<file path="config.mk">
export PLATFORM = sky130hd
export DESIGN_NAME = imem_loader
export DESIGN_NICKNAME = d
export VERILOG_FILES = /design/src/rtl/imem_loader.sv
export SDC_FILE = /design/constraint.sdc
export NUM_CORES = 1
export LEC_CHECK = 0
export CORE_MARGIN = 10
export CORE_UTILIZATION = 51
export CTS_BUF_LIST = sky130_fd_sc_hd__clkbuf_8
export DETAILED_ROUTE_END_ITERATION = 12
export PLACE_DENSITY = 0.85
export SLEW_MARGIN = 20
export SYNTH_ARGS = -nofsm -noshare
export SYNTH_HDL_FRONTEND = slang
export SYNTH_SLANG_ARGS = --single-unit
</file>
<file path="constraint.sdc">
create_clock -name clk -period 5.25 [get_ports clk]
set_input_delay 0.525 -clock clk [delete_from_list [all_inputs] [get_ports clk]]
set_output_delay 0.525 -clock clk [all_outputs]
set_load 0.1 [all_outputs]
</file>
<file path="src/rtl/imem_loader.sv">
// Boot loader that assembles a big-endian byte stream into 32-bit words and writes
// them into instruction memory, holding the CPU in reset until the image is complete.
module imem_loader #(
    parameter int          ADDR_W = 8,
    parameter logic [31:0] BASE   = 32'h0000_0000
) (
    input  logic              clk,
    input  logic              rst_n,
    input  logic              start,
    input  logic [ADDR_W:0]   len,
    input  logic              byte_valid,
    input  logic [7:0]        byte_data,
    output logic              byte_ready,
    output logic              wr_en,
    output logic [31:0]       wr_addr,
    output logic [31:0]       wr_data,
    output logic              cpu_hold,
    output logic              busy,
    output logic              done,
    output logic              err
);

    typedef enum logic [1:0] {IDLE, LOAD, WRITE, DONE} state_t;

    localparam logic [ADDR_W:0]   LEN_MAX = {1'b1, {ADDR_W{1'b0}}};
    localparam logic [ADDR_W:0]   LEN_ONE = {{ADDR_W{1'b0}}, 1'b1};
    localparam logic [ADDR_W-1:0] IDX_ONE = {{(ADDR_W-1){1'b0}}, 1'b1};

    state_t            r_state;
    state_t            w_stateNext;
    logic [ADDR_W:0]   r_len;
    logic [ADDR_W-1:0] r_wordIdx;
    logic [1:0]        r_byteCnt;
    logic [31:0]       r_word;
    logic              r_err;

    logic w_startSeen;
    logic w_lenZero;
    logic w_lenTooBig;
    logic w_accept;
    logic w_lastWord;

    // A start is honoured only while no load is running.
    assign w_startSeen = start && ((r_state == IDLE) || (r_state == DONE));
    assign w_lenZero   = (len == '0);
    assign w_lenTooBig = (len > LEN_MAX);
    assign w_accept    = byte_valid && (r_state == LOAD);
    assign w_lastWord  = ({1'b0, r_wordIdx} == (r_len - LEN_ONE));

    assign wr_addr = BASE + (32'(r_wordIdx) << 2);
    assign wr_data = r_word;
    assign err     = r_err;

    always_ff @(posedge clk) begin
        if (rst_n) begin
            r_state <= IDLE;
        end else begin
            r_state <= w_stateNext;
        end
    end

    always_comb begin
        w_stateNext = r_state;
        byte_ready  = 1'b0;
        wr_en       = 1'b0;
        cpu_hold    = 1'b1;
        busy        = 1'b0;
        done        = 1'b0;
        case (r_state)
            IDLE: begin
                if (w_startSeen) begin
                    w_stateNext = (w_lenZero || w_lenTooBig) ? DONE : LOAD;
                end
            end
            LOAD: begin
                byte_ready = 1'b1;
                busy       = 1'b1;
                if (byte_valid && (r_byteCnt == 2'd3)) begin
                    w_stateNext = WRITE;
                end
            end
            WRITE: begin
                wr_en       = 1'b1;
                busy        = 1'b1;
                w_stateNext = w_lastWord ? DONE : LOAD;
            end
            DONE: begin
                done     = 1'b1;
                cpu_hold = 1'b0;
                if (w_startSeen) begin
                    w_stateNext = (w_lenZero || w_lenTooBig) ? DONE : LOAD;
                end
            end
            default: w_stateNext = IDLE;
        endcase
    end

    // Datapath: length latch, error flag, byte assembly and word index.
    always_ff @(posedge clk) begin
        if (rst_n) begin
            r_len     <= '0;
            r_wordIdx <= '0;
            r_byteCnt <= 2'd0;
            r_word    <= 32'h0;
            r_err     <= 1'b0;
        end else begin
            if (w_startSeen) begin
                if (w_lenZero) begin
                    r_err <= 1'b0;
                end else if (w_lenTooBig) begin
                    r_err <= 1'b1;
                end else begin
                    r_len     <= len;
                    r_wordIdx <= '0;
                    r_byteCnt <= 2'd0;
                    r_err     <= 1'b0;
                end
            end
            if (w_accept) begin
                case (r_byteCnt)
                    2'd0: r_word[31:24] <= byte_data;
                    2'd1: r_word[23:16] <= byte_data;
                    2'd2: r_word[15:8]  <= byte_data;
                    2'd3: r_word[7:0]   <= byte_data;
                    default: r_word     <= r_word;
                endcase
                r_byteCnt <= r_byteCnt + 2'd1;
            end
            if ((r_state == WRITE) && !w_lastWord) begin
                r_wordIdx <= r_wordIdx + IDX_ONE;
            end
        end
    end

endmodule

</file>
==> results.md, run 1 <==
| Step | Result | Reported |
|:---|:---|:---|
| yosys | Post-synth ARST share | 0% |
| clock tree | Clock transition time at the flip-flop clock pins of the worst setup and hold paths | 110 ps |
| timing | Worst rel slew slack | 30.4% |
| routing | Number of vias after detailed routing | 2,489 |
| power and ir drop | Static leakage | 1.31 nW |
| global route | Number of global-route vias before repair | 2,429 |
| critical path | Startpoint of the worst setup timing path | r_state[0]$_SDFFE_PP0P_ |
| clock tree | Post-cts repair resize count | 0 |
| yosys | Number of unique standard cell types used by synthesis | 45 |
| floorplanning | Top Ports | 91 |
| yosys | Largest area contributor in the netlist | sky130_fd_sc_hd__dfxtp_1 |
| global route | Pin count of the biggest net entering global routing | 50 |
| routing | Drt pass-1 iters | 4 |
| layout | Number of nets in the final layout | 426 |
| placed design | # port buffers | 66 |
| critical path | Launch instance of the worst register-to-register path | r_len[0]$_SDFFE_PP0P_ |
| clock tree | Clock Root Buffer | sky130_fd_sc_hd__clkbuf_8 |
| placed design | RD Place Congestion | 0.917 |
| power and ir drop | Power density over the cells | 351 nW/um^2 |
| global route | Number of antenna violations at the first check in global routing | 0 |
| clock tree | Clock latency of the later-clocked register in the worst-skew pair | 320 ps |
| clock tree | CTS tree | done |
| critical path | CP Data Required Time | 4720 ps |
| yosys | Most frequently used flop master after synthesis | sky130_fd_sc_hd__dfxtp_1 |
| timing | # setup viols final | 0 |
| routing | Count of unresolved DRC violations after routing | 0 |
| critical path | Cell mode on critical path | sky130_fd_sc_hd__inv_1 |
| timing | Maximum clock frequency | 0.340 GHz |
| timing | Unrepaired setup endpoints after global routing | no |
| timing | Setup tns final | 0 ps |
| global route | Total routing resource utilization after global routing | 16.6% |
| floorplanning | Die height | 93.3 um |
| timing | Tcrit/Tclk final | 55.9% |
| clock tree | Number of buffers added by the clock tree synthesis step | 5 |
| floorplanning | Floorplan die area | 8700 sq um |
| min path | Path category of the worst min-delay check | reg -> reg |
| floorplanning | Number of core rows | 26 |
| yosys | Total number of yosys warnings | 0 |
| yosys | EDFF count, synth | 0 |
| yosys | Leading cell types by count after synthesis | sky130_fd_sc_hd__nand2_1 (56), sky130_fd_sc_hd__dfxtp_1 (54), sky130_fd_sc_hd__a21oi_1 (39) |
| routing | Initial detailed-routing violation count | 84 |
| timing | Final period demand of the worst path | 2940 ps |
| floorplanning | Die outline width | 93.3 um |
| yosys | Most common cell in the netlist | sky130_fd_sc_hd__nand2_1 |
| global route | GR Overflow Total | 0 |
| timing | Post-route setup slack | 2310 ps |
| clock tree | Number of buffers on the longest clock path | 2 |
| critical path | Kind of cell adding the most delay to the critical path | buffers and inverters |
| yosys | Post-synthesis average cell area | 8.25 sq um |
| timing | Final hold violation count | 0 |
| layout | Proportion of layout cells with a drive suffix above 1 | 5.08% |
| layout | Final Cell Area | 3470 sq um |
| status | Run status | complete, no violations |
| yosys | Portion of the post-synthesis area used by sequential elements | 39.5% |
| critical path | Worst path buffer plus inverter count | 3 |
| critical path | Max stage delay on crit path | 1160 ps |
| yosys | Top cell type's share of synthesized area | 39.5% |
| critical path | Critical Path End Type | output pin |
| floorplanning | Initial core utilization | 52.9% |
| clock tree | # clock sinks | 54 |
| yosys | Flip-flop and latch count after synthesis | 54 |
| layout | Area growth from synthesis to layout | 26.8% |
| power and ir drop | Total power of the final layout | 1.22 mW |
| placed design | Area of placed instances | 3350 sq um |
| placed design | Dpl hpwl | 5.59 mm |
| routing | Routed vias/inst | 5.36 |
| routing | Detail-routed net length per standard cell | 16.0 um |
| timing | Final setup skew | 8.56 ps |
| critical path | Category of the critical setup timing path | reg -> out |
| clock tree | Post-CTS repair timing setup buffer count | 0 |
| yosys | Cell types occupying the most area after synthesis | sky130_fd_sc_hd__dfxtp_1 (39%), sky130_fd_sc_hd__nand2_1 (7.7%), sky130_fd_sc_hd__a21oi_1 (7.1%), sky130_fd_sc_hd__buf_4 (6.6%), sky130_fd_sc_hd__nand3_1 (5.9%) |
| timing | Final Slew Violations | 0 |
| routing | WL final | 7.44 mm |
| critical path | Critical path startpoint category | register |
| clock tree | Number of levels in the clock H-tree | 2 |
| global route | Global-route wire length before repair | 11.8 mm |
| clock tree | Number of hold buffers added after CTS | 0 |
| routing | Residual antenna-violating net count after detailed routing | 0 |
| job | Maximum capacitance violations | 0 |
| critical path | Worst path slowest cell | sky130_fd_sc_hd__clkdlybuf4s50_1 |
| placed design | Worst-case setup slack after placement | 2320 ps |
| yosys | Mapped Area | 2740 sq um |
| timing | Transition time at the pin with the least slew margin | 1040 ps |
| yosys | Synthesized netlist cell count | 332 |
| min path | Start point of the worst min-delay path | wr_data[11]$_SDFFE_PP0P_ |
| critical path | Maximum fanout count along the critical path | 5 |
| power and ir drop | IR drop worst, VDD | 244 uV |
| critical path | WP data arrival | 2410 ps |
| critical path | Cells along the critical path | inv_1 -> ha_1 -> inv_1 -> clkdlybuf4s50_1 |
| layout | Antenna diodes | 0 |
| floorplanning | Core Footprint | 5170 sq um |
## worst paths after layout
path | end | slack (ps) | cells past startpoint
worst max-delay path | busy | 2310 | 4
worst min-delay path | wr_data[11]$_SDFFE_PP0P_ | 460 | 2
worst max register to register | r_wordIdx[2]$_SDFFE_PP0P_ | 2810 | 8
worst min register to register | wr_data[11]$_SDFFE_PP0P_ | 460 | 2
## flip-flops by register name, summed over array words and instances (netlist names)
register and flops:
r_byteCnt 2, r_len 9, wr_data 32, err 1
r_wordIdx 8, r_state 2
## cells by family after synthesis
kind of cell | Yosys count | synth area share, %
multiplexers | 9 | 3.29
buffers and inverters | 51 | 10.3
AO/OA/AOI/OAI | 60 | 14.4
XOR/XNOR | 13 | 4.16
other | 1 | 0.137
adder cells (fa/ha/maj) | 12 | 5.48
flip-flops | 54 | 39.5
AND/OR/NAND/NOR | 132 | 22.8
## area by class of cell
class	instances	area, sq um
clock buffer	5	68.8
clock inverter	3	48.8
fill	431	1700
inverter	15	56.3
multi-input combinational	250	1460
sequential	54	1080
tap	70	87.6
timing repair buffer	67	668
## routing by layer
| layer | vias to the layer above | track usage, % | wire [um] |
|---|---|---|---|
| met5 | - | 0 | 0 |
| met4 | 0 | 3.86 | 80 |
| met3 | 10 | 7.03 | 695 |
| met2 | 87 | 29.4 | 3840 |
| met1 | 1187 | 17.8 | 2830 |
| li1 | 1205 | - | - |
## worst register-to-register path, stage by stage (launching register included)
cell	delay, ps
sky130_fd_sc_hd__dfxtp_1	380
sky130_fd_sc_hd__inv_1	90
sky130_fd_sc_hd__ha_1	290
sky130_fd_sc_hd__nor3b_1	290
sky130_fd_sc_hd__xnor2_1	140
sky130_fd_sc_hd__a2111oi_4	360
sky130_fd_sc_hd__o2111a_2	350
sky130_fd_sc_hd__nor2_1	130
sky130_fd_sc_hd__a221o_1	300
## cell usage in the layout (no fill, tap or decap), types with 7 or more instances in the layout
master / synthesis / routed
sky130_fd_sc_hd__clkdlybuf4s50_1: 0 / 66
sky130_fd_sc_hd__mux2i_1: 9 / 9
sky130_fd_sc_hd__xnor2_1: 8 / 8
sky130_fd_sc_hd__ha_1: 12 / 12
sky130_fd_sc_hd__nand3_1: 32 / 32
sky130_fd_sc_hd__nand2_1: 56 / 56
sky130_fd_sc_hd__conb_1: 1 / 24
sky130_fd_sc_hd__nor2_1: 16 / 16
sky130_fd_sc_hd__dfxtp_1: 54 / 54
sky130_fd_sc_hd__nor3_1: 7 / 7
sky130_fd_sc_hd__a21oi_1: 39 / 39
sky130_fd_sc_hd__inv_1: 15 / 15
## report_power, final
part	total, mW	switching [mW]	internal, mW
registers	0.456	0.0242	0.432
clock network	0.292	0.146	0.145
logic	0.472	0.360	0.112
## per-stage QoR
| step | hold slack, ps | std cells | utilization, % |
|---|---|---|---|
| floorplan | 463 | 355 | - |
| global placement | 441 | 456 | 64.9 |
| detailed placement | 448 | 456 | 64.9 |
| CTS | 464 | 464 | 67.1 |
| global route | 481 | 464 | 67.1 |
| finish | 458 | 464 | 67.1 |
Power figures use the tool's default switching activity.
==> run 2, diff against run 1 <==
Settings changed: CORE_UTILIZATION 51 to 47, PLACE_DENSITY 0.85 to 0.79.
Clock period 5.25 ns to 2.9 ns, I/O delays scaled along.
==> results.md, run 2 (synthesis results as in run 1) <==
| Step | Result | Reported | vs previous |
|:---|:---|:---|:---|
| global route | Total routing resource utilization after global routing | 15.4% | -1.2 points |
| critical path | Critical path startpoint category | register |  |
| timing | # setup viols final | 0 | unchanged |
| floorplanning | Die outline width | 96.3 um | +3.3% |
| clock tree | Number of hold buffers added after CTS | 0 | unchanged |
| floorplanning | Die height | 96.3 um | +3.3% |
| global route | Global-route wire length before repair | 11.5 mm | -2.9% |
| timing | Tcrit/Tclk final | 81.1% |  |
| routing | Drt pass-1 iters | 4 | unchanged |
| routing | Number of vias after detailed routing | 2,430 | -2.4% |
| global route | Number of antenna violations at the first check in global routing | 0 | unchanged |
| clock tree | Clock latency of the later-clocked register in the worst-skew pair | 320 ps | about the same |
| power and ir drop | Power density over the cells | 651 nW/um^2 | +85% |
| timing | Final setup skew | 6.61 ps | -1.95 ps |
| layout | Largest register FFs | 32 | unchanged |
| power and ir drop | Proportion of total power due to net switching | 43.6% | +0.087 points |
| critical path | Register-to-Register Setup Slack | 550 ps | -2260 ps |
| floorplanning | Core Footprint | 5570 sq um | +7.8% |
| power and ir drop | Static leakage | 1.41 nW | +8.0% |
| timing | Final Hold Slack | 463 ps | +4.69 ps |
| clock tree | # clock sinks | 54 | unchanged |
| placed design | Worst-case setup slack after placement | 447 ps | -1870 ps |
| placed design | Dpl hpwl | 5.52 mm | -1.2% |
| layout | Core Util, Final | 60.7% | -6.5 points |
| critical path | CP Data Required Time | 3090 ps | -1630 ps |
| power and ir drop | Clock share of power | 24.2% | +0.3 points |
| power and ir drop | Power dissipated by switching net loads | 959 uW | +81% |
| power and ir drop | Total internal power | 1.24 mW | +80% |
| layout | Proportion of layout cells with a drive suffix above 1 | 17.4% | +12 points |
| timing | Final period demand of the worst path | 2350 ps |  |
| routing | Count of unresolved DRC violations after routing | 0 | unchanged |
| routing | Detail-routed net length per standard cell | 15.4 um | -3.8% |
| global route | GR Overflow Total | 0 | unchanged |
| clock tree | Post-cts repair resize count | 0 | unchanged |
| routing | Residual antenna-violating net count after detailed routing | 0 | unchanged |
| timing | Setup tns final | 0 ps | unchanged |
| min path | Start point of the worst min-delay path | wr_data[28]$_SDFFE_PP0P_ |  |
| layout | Antenna diodes | 0 | unchanged |
| routing | WL final | 7.24 mm | -2.8% |
| timing | Transition time at the pin with the least slew margin | 524 ps | -518 ps |
| layout | Fillers | 541 | +26% |
| placed design | RD Place Congestion | 0.886 | -3.4% |
| floorplanning | Initial core utilization | 49.1% | -3.8 points |
| layout | Number of nets in the final layout | 429 | +0.70% |
| layout | Area growth from synthesis to layout | 23.5% |  |
| power and ir drop | IR drop worst, VDD | 344 uV | +41% |
| min path | Hold endpoint | wr_data[28]$_SDFFE_PP0P_ |  |
| critical path | WP data arrival | 2540 ps | +130 ps |
| critical path | Maximum fanout count along the critical path | 8 | +3 |
| placed design | # port buffers | 66 | unchanged |
| timing | Unrepaired setup endpoints after global routing | no |  |
| min path | Path category of the worst min-delay check | reg -> reg |  |
| status | Run status | complete, no violations |  |
| placed design | Area of placed instances | 3260 sq um | -2.7% |
| layout | Most common cell after layout, fill and taps aside | sky130_fd_sc_hd__nand2_1 |  |
| critical path | R2r endpoint | r_wordIdx[4]$_SDFFE_PP0P_ |  |
| timing | Final Slew Violations | 0 | unchanged |
| global route | Number of global-route vias before repair | 2,413 | -0.66% |
| timing | Maximum clock frequency | 0.425 GHz |  |
| timing | Final hold violation count | 0 | unchanged |
| clock tree | CTS tree | done |  |
| job | Maximum capacitance violations | 0 | unchanged |
| clock tree | Post-CTS repair timing setup buffer count | 0 | unchanged |
| clock tree | Clock transition time at the flip-flop clock pins of the worst setup and hold paths | 100 ps | about the same |
| clock tree | Number of levels in the clock H-tree | 2 | unchanged |
| timing | Worst rel slew slack | 65.0% | +35 points |
| min path | WHS Path Cells | 2 | unchanged |
| critical path | Launch instance of the worst register-to-register path | r_len[0]$_SDFFE_PP0P_ |  |
| floorplanning | Number of core rows | 27 | +3.8% |
| global route | Pin count of the biggest net entering global routing | 48 | -4.0% |
| routing | Initial detailed-routing violation count | 71 | -15% |
| clock tree | Number of buffers on the longest clock path | 2 | unchanged |
| power and ir drop | Sequential cell fraction of total power | 37.5% | about the same |
| critical path | Worst Reg-to-Reg Cells | 8 | unchanged |
| critical path | Category of the critical setup timing path | reg -> reg |  |
| clock tree | Clock Root Buffer | sky130_fd_sc_hd__clkbuf_8 |  |
| clock tree | Number of buffers added by the clock tree synthesis step | 5 | unchanged |
| routing | Routed vias/inst | 5.18 | -3.4% |
| layout | Final Cell Area | 3380 sq um | -2.6% |
| layout | Commonest cells after routing, fill and taps aside | sky130_fd_sc_hd__nand2_1 (56), sky130_fd_sc_hd__dfxtp_1 (54), sky130_fd_sc_hd__buf_4 (50) |  |
| power and ir drop | Logic gate share of total power | 38.3% | -0.4 points |
| timing | Post-route setup slack | 549 ps | -1760 ps |
| floorplanning | Top Ports | 91 | unchanged |
| floorplanning | Floorplan die area | 9280 sq um | +6.7% |
| critical path | Critical Path End Type | register |  |
==> run 2: changes by cell type in the layout (fill, tap and decap cells not counted), sizes merged <==
| cell | before | now |
|---|---|---|
| buf | 1 | 50 |
| clkdlybuf4s50 | 66 | 20 |
==> run 2: worst max-delay path, stage by stage, from the launching register on <==
cell and delay [ps]:
sky130_fd_sc_hd__dfxtp_1 430, sky130_fd_sc_hd__inv_1 70, sky130_fd_sc_hd__ha_1 280, sky130_fd_sc_hd__xor2_1 170, sky130_fd_sc_hd__o22ai_1 110, sky130_fd_sc_hd__a32o_1 290
sky130_fd_sc_hd__o2111a_2 320, sky130_fd_sc_hd__o21ai_0 400, sky130_fd_sc_hd__o221ai_1 170
==> run 2: layout make-up <==
class | instances | area (sq um) | share of cell area (%)
well taps | 72 | 90.1 | 2.66
clock inverters | 3 | 48.8 | 1.44
flip-flops and latches | 54 | 1080 | 32.0
inverters | 15 | 56.3 | 1.66
repair buffers | 70 | 576 | 17.0
clock buffers | 5 | 68.8 | 2.03
multi-input cells | 250 | 1460 | 43.2
==> run 2: how the worst max path moves through the flow <==
stage / start / end / slack (ps) / cells past startpoint
6_report: r_len[0]$_SDFFE_PP0P_ / r_wordIdx[4]$_SDFFE_PP0P_ / 550 / 8
5_1_grt: r_len[0]$_SDFFE_PP0P_ / r_wordIdx[4]$_SDFFE_PP0P_ / 400 / 8
4_1_cts: r_len[0]$_SDFFE_PP0P_ / r_wordIdx[2]$_SDFFE_PP0P_ / 560 / 8
3_5_place_dp: len[0] / r_wordIdx[2]$_SDFFE_PP0P_ / 450 / 8
3_3_place_gp: len[0] / r_wordIdx[5]$_SDFFE_PP0P_ / 470 / 8
2_1_floorplan: r_wordIdx[7]$_SDFFE_PP0P_ / r_wordIdx[2]$_SDFFE_PP0P_ / 360 / 6
==> run 2: power groups by stage <==
stage	Sequential [mW]	Clock, mW	Combinational, mW
floorplan	0.963	0	0.576
global placement	0.840	0	0.834
detailed placement	0.841	0	0.843
CTS	0.825	0.542	0.845
global route	0.832	0.570	0.894
finish	0.826	0.533	0.843
==> run 2: stage by stage <==
step | total power [mW] | cells
floorplan | 1.54 | 355
CTS | 2.21 | 469
global route | 2.30 | 469
detailed placement | 1.68 | 461
global placement | 1.67 | 461
finish | 2.20 | 469
==> run 2: per-layer routing <==
layer,share of wire [%],global-route usage [%]
met4,1.3,4.48
met2,49,26.7
met5,0,0
met1,41,16.8
met3,9.1,6.38
==> run 3, diff against run 2 <==
Clock period 2.9 ns to 2.3 ns, I/O delays scaled along.
==> results.md, run 3 (synthesis results as in run 1) <==
| Step | Result | Reported | vs previous |
|:---|:---|:---|:---|
| status | Run status | complete, no violations |  |
| power and ir drop | Total power of the final layout | 2.69 mW | +22% |
| critical path | Critical Path End Type | register |  |
| power and ir drop | IR drop worst, VDD | 467 uV | +36% |
| routing | Count of unresolved DRC violations after routing | 0 | unchanged |
| timing | Final hold violation count | 0 | unchanged |
| global route | Number of global-route vias before repair | 2,396 | -0.70% |
| min path | Hold endpoint | wr_data[17]$_SDFFE_PP0P_ |  |
| timing | Final Slew Violations | 0 | unchanged |
| layout | Final Cell Area | 3410 sq um | +0.78% |
| layout | Most common cell after layout, fill and taps aside | sky130_fd_sc_hd__nand2_1 |  |
| placed design | Area of placed instances | 3300 sq um | +1.2% |
| floorplanning | Floorplan die area | 9280 sq um | unchanged |
| placed design | RD Place Congestion | 0.913 | +3.0% |
| timing | Transition time at the pin with the least slew margin | 523 ps | -0.519 ps |
| global route | Number of antenna violations at the first check in global routing | 0 | unchanged |
| layout | Largest register FFs | 32 | unchanged |
| layout | Area growth from synthesis to layout | 24.5% |  |
| critical path | CP Data Required Time | 2510 ps | -580 ps |
| layout | Proportion of layout cells with a drive suffix above 1 | 20.4% | +3.1 points |
| clock tree | # clock sinks | 54 | unchanged |
| floorplanning | Initial core utilization | 49.1% | unchanged |
| timing | Post-route setup slack | 112 ps | -437 ps |
| timing | Worst rel slew slack | 65.0% | about the same |
| clock tree | Clock latency of the later-clocked register in the worst-skew pair | 320 ps | about the same |
| routing | Residual antenna-violating net count after detailed routing | 0 | unchanged |
| power and ir drop | Proportion of total power due to net switching | 45.1% | +1.5 points |
| critical path | Maximum fanout count along the critical path | 8 | unchanged |
| power and ir drop | Total internal power | 1.48 mW | +19% |
| clock tree | Number of hold buffers added after CTS | 0 | unchanged |
| global route | Pin count of the biggest net entering global routing | 48 | unchanged |
| routing | WL final | 7.20 mm | -0.46% |
| routing | Routed vias/inst | 5.17 | -0.27% |
| power and ir drop | Sequential cell fraction of total power | 38.7% | +1.2 points |
| layout | Commonest cells after routing, fill and taps aside | sky130_fd_sc_hd__nand2_1 (56), sky130_fd_sc_hd__buf_4 (54), sky130_fd_sc_hd__dfxtp_1 (47) |  |
| global route | GR Overflow Total | 0 | unchanged |
| power and ir drop | Logic gate share of total power | 40.1% | +1.8 points |
| timing | Final period demand of the worst path | 2190 ps | -163 ps |
| floorplanning | Core Footprint | 5570 sq um | unchanged |
| critical path | Critical path startpoint category | register |  |
| placed design | Worst-case setup slack after placement | -48.7 ps | -495 ps |
| critical path | WP data arrival | 2390 ps | -150 ps |
| timing | Setup tns final | 0 ps | unchanged |
| layout | Final cell count without fillers | 473 | +0.85% |
| clock tree | Number of buffers added by the clock tree synthesis step | 5 | unchanged |
| power and ir drop | Power dissipated by switching net loads | 1.21 mW | +26% |
| power and ir drop | Clock share of power | 21.1% | -3.1 points |
| global route | Total routing resource utilization after global routing | 15.4% | +0.018 points |
| min path | Path category of the worst min-delay check | reg -> reg |  |
| layout | Number of nets in the final layout | 433 | +0.93% |
| routing | Initial detailed-routing violation count | 86 | +21% |
| routing | Detail-routed net length per standard cell | 15.2 um | -1.3% |
| global route | Global-route wire length before repair | 11.5 mm | -0.30% |
| min path | Start point of the worst min-delay path | wr_data[17]$_SDFFE_PP0P_ |  |
| floorplanning | Top Ports | 91 | unchanged |
| job | Maximum capacitance violations | 0 | unchanged |
| critical path | R2r endpoint | r_wordIdx[5]$_SDFFE_PP0P_ |  |
| clock tree | Clock Root Buffer | sky130_fd_sc_hd__clkbuf_8 |  |
| clock tree | Number of levels in the clock H-tree | 2 | unchanged |
| critical path | Launch instance of the worst register-to-register path | r_len[1]$_SDFFE_PP0P_ |  |
| floorplanning | Die height | 96.3 um | unchanged |
| timing | Tcrit/Tclk final | 95.1% | +14 points |
| min path | WHS Path Cells | 2 | unchanged |
| floorplanning | Die outline width | 96.3 um | unchanged |
| placed design | Dpl hpwl | 5.61 mm | +1.7% |
| timing | Maximum clock frequency | 0.457 GHz | +7.4% |
| placed design | Number of placed instances with taps included | 465 | +0.87% |
| critical path | Worst Reg-to-Reg Cells | 8 | unchanged |
| floorplanning | Number of core rows | 27 | unchanged |
| timing | Unrepaired setup endpoints after global routing | no |  |
| routing | Number of vias after detailed routing | 2,444 | +0.58% |
| placed design | # port buffers | 66 | unchanged |
| timing | Final setup skew | 11.0 ps | +4.37 ps |
| power and ir drop | Power density over the cells | 789 nW/um^2 | +21% |
| power and ir drop | Static leakage | 1.43 nW | +1.3% |
| critical path | Register-to-Register Setup Slack | 110 ps | -440 ps |
| clock tree | Clock transition time at the flip-flop clock pins of the worst setup and hold paths | 110 ps | about the same |
| critical path | Category of the critical setup timing path | reg -> reg |  |
| timing | # setup viols final | 0 | unchanged |
| clock tree | CTS tree | done |  |
| routing | Drt pass-1 iters | 4 | unchanged |
| layout | Antenna diodes | 0 | unchanged |
| clock tree | Number of buffers on the longest clock path | 2 | unchanged |
==> run 3: metal layers <==
layer | wire [um] | vias to the layer above | global-route usage [%]
met2 | 3700 | 78 | 27.6
met3 | 665 | 7 | 6.38
met5 | 0 | - | 0
li1 | - | 1224 | -
met4 | 65 | 0 | 3.63
met1 | 2780 | 1135 | 16.5
==> run 3: repair_timing <==
item / in CTS / in global routing
setup endpoints to repair: 0 / 7
gates resized for setup: 0 / 2
buffers inserted: 0 / 0
==> run 3: critical path, stage by stage (launching register included) <==
cell	delay, ps
sky130_fd_sc_hd__dfxtp_2	370
sky130_fd_sc_hd__inv_1	50
sky130_fd_sc_hd__ha_1	220
sky130_fd_sc_hd__nor3b_2	180
sky130_fd_sc_hd__xnor2_1	160
sky130_fd_sc_hd__a2111oi_4	350
sky130_fd_sc_hd__o2111a_2	340
sky130_fd_sc_hd__nor2_1	120
sky130_fd_sc_hd__a221o_1	300
==> run 3: power by group through the flow <==
stage               combinational, mW  sequential, mW  clock, mW
floorplan                       0.729            1.22          0
global placement                 1.06            1.06          0
detailed placement               1.08            1.06          0
CTS                              1.08            1.04      0.590
global route                     1.14            1.05      0.628
finish                           1.08            1.04      0.568
==> run 3: layout make-up <==
cell class              count  area [sq um]
repair buffers             74           606
fillers                   538          2170
multi-input cells         250          1470
flip-flops and latches     54          1090
clock buffers               5          68.8
inverters                  15          56.3
well taps                  72          90.1
clock inverters             3          28.8
==> run 3: worst max-delay path by stage <==
stage,start,to,slack (ps),depth (start not counted)
4_1_cts,r_len[1]$_SDFFE_PP0P_,r_wordIdx[5]$_SDFFE_PP0P_,10,8
3_5_place_dp,len[0],r_wordIdx[5]$_SDFFE_PP0P_,-50,8
5_1_grt,r_len[1]$_SDFFE_PP0P_,r_wordIdx[5]$_SDFFE_PP0P_,10,8
3_3_place_gp,len[0],r_wordIdx[5]$_SDFFE_PP0P_,-40,8
6_report,r_len[1]$_SDFFE_PP0P_,r_wordIdx[5]$_SDFFE_PP0P_,110,8
2_1_floorplan,r_state[0]$_SDFFE_PP0P_,r_wordIdx[4]$_SDFFE_PP0P_,60,5
==> run 3: metrics by stage <==
step	hold slack [ps]	util [%]
finish	461	61.1
global route	477	61.1
CTS	462	61.0
detailed placement	448	59.3
global placement	444	59.3
floorplan	366	-
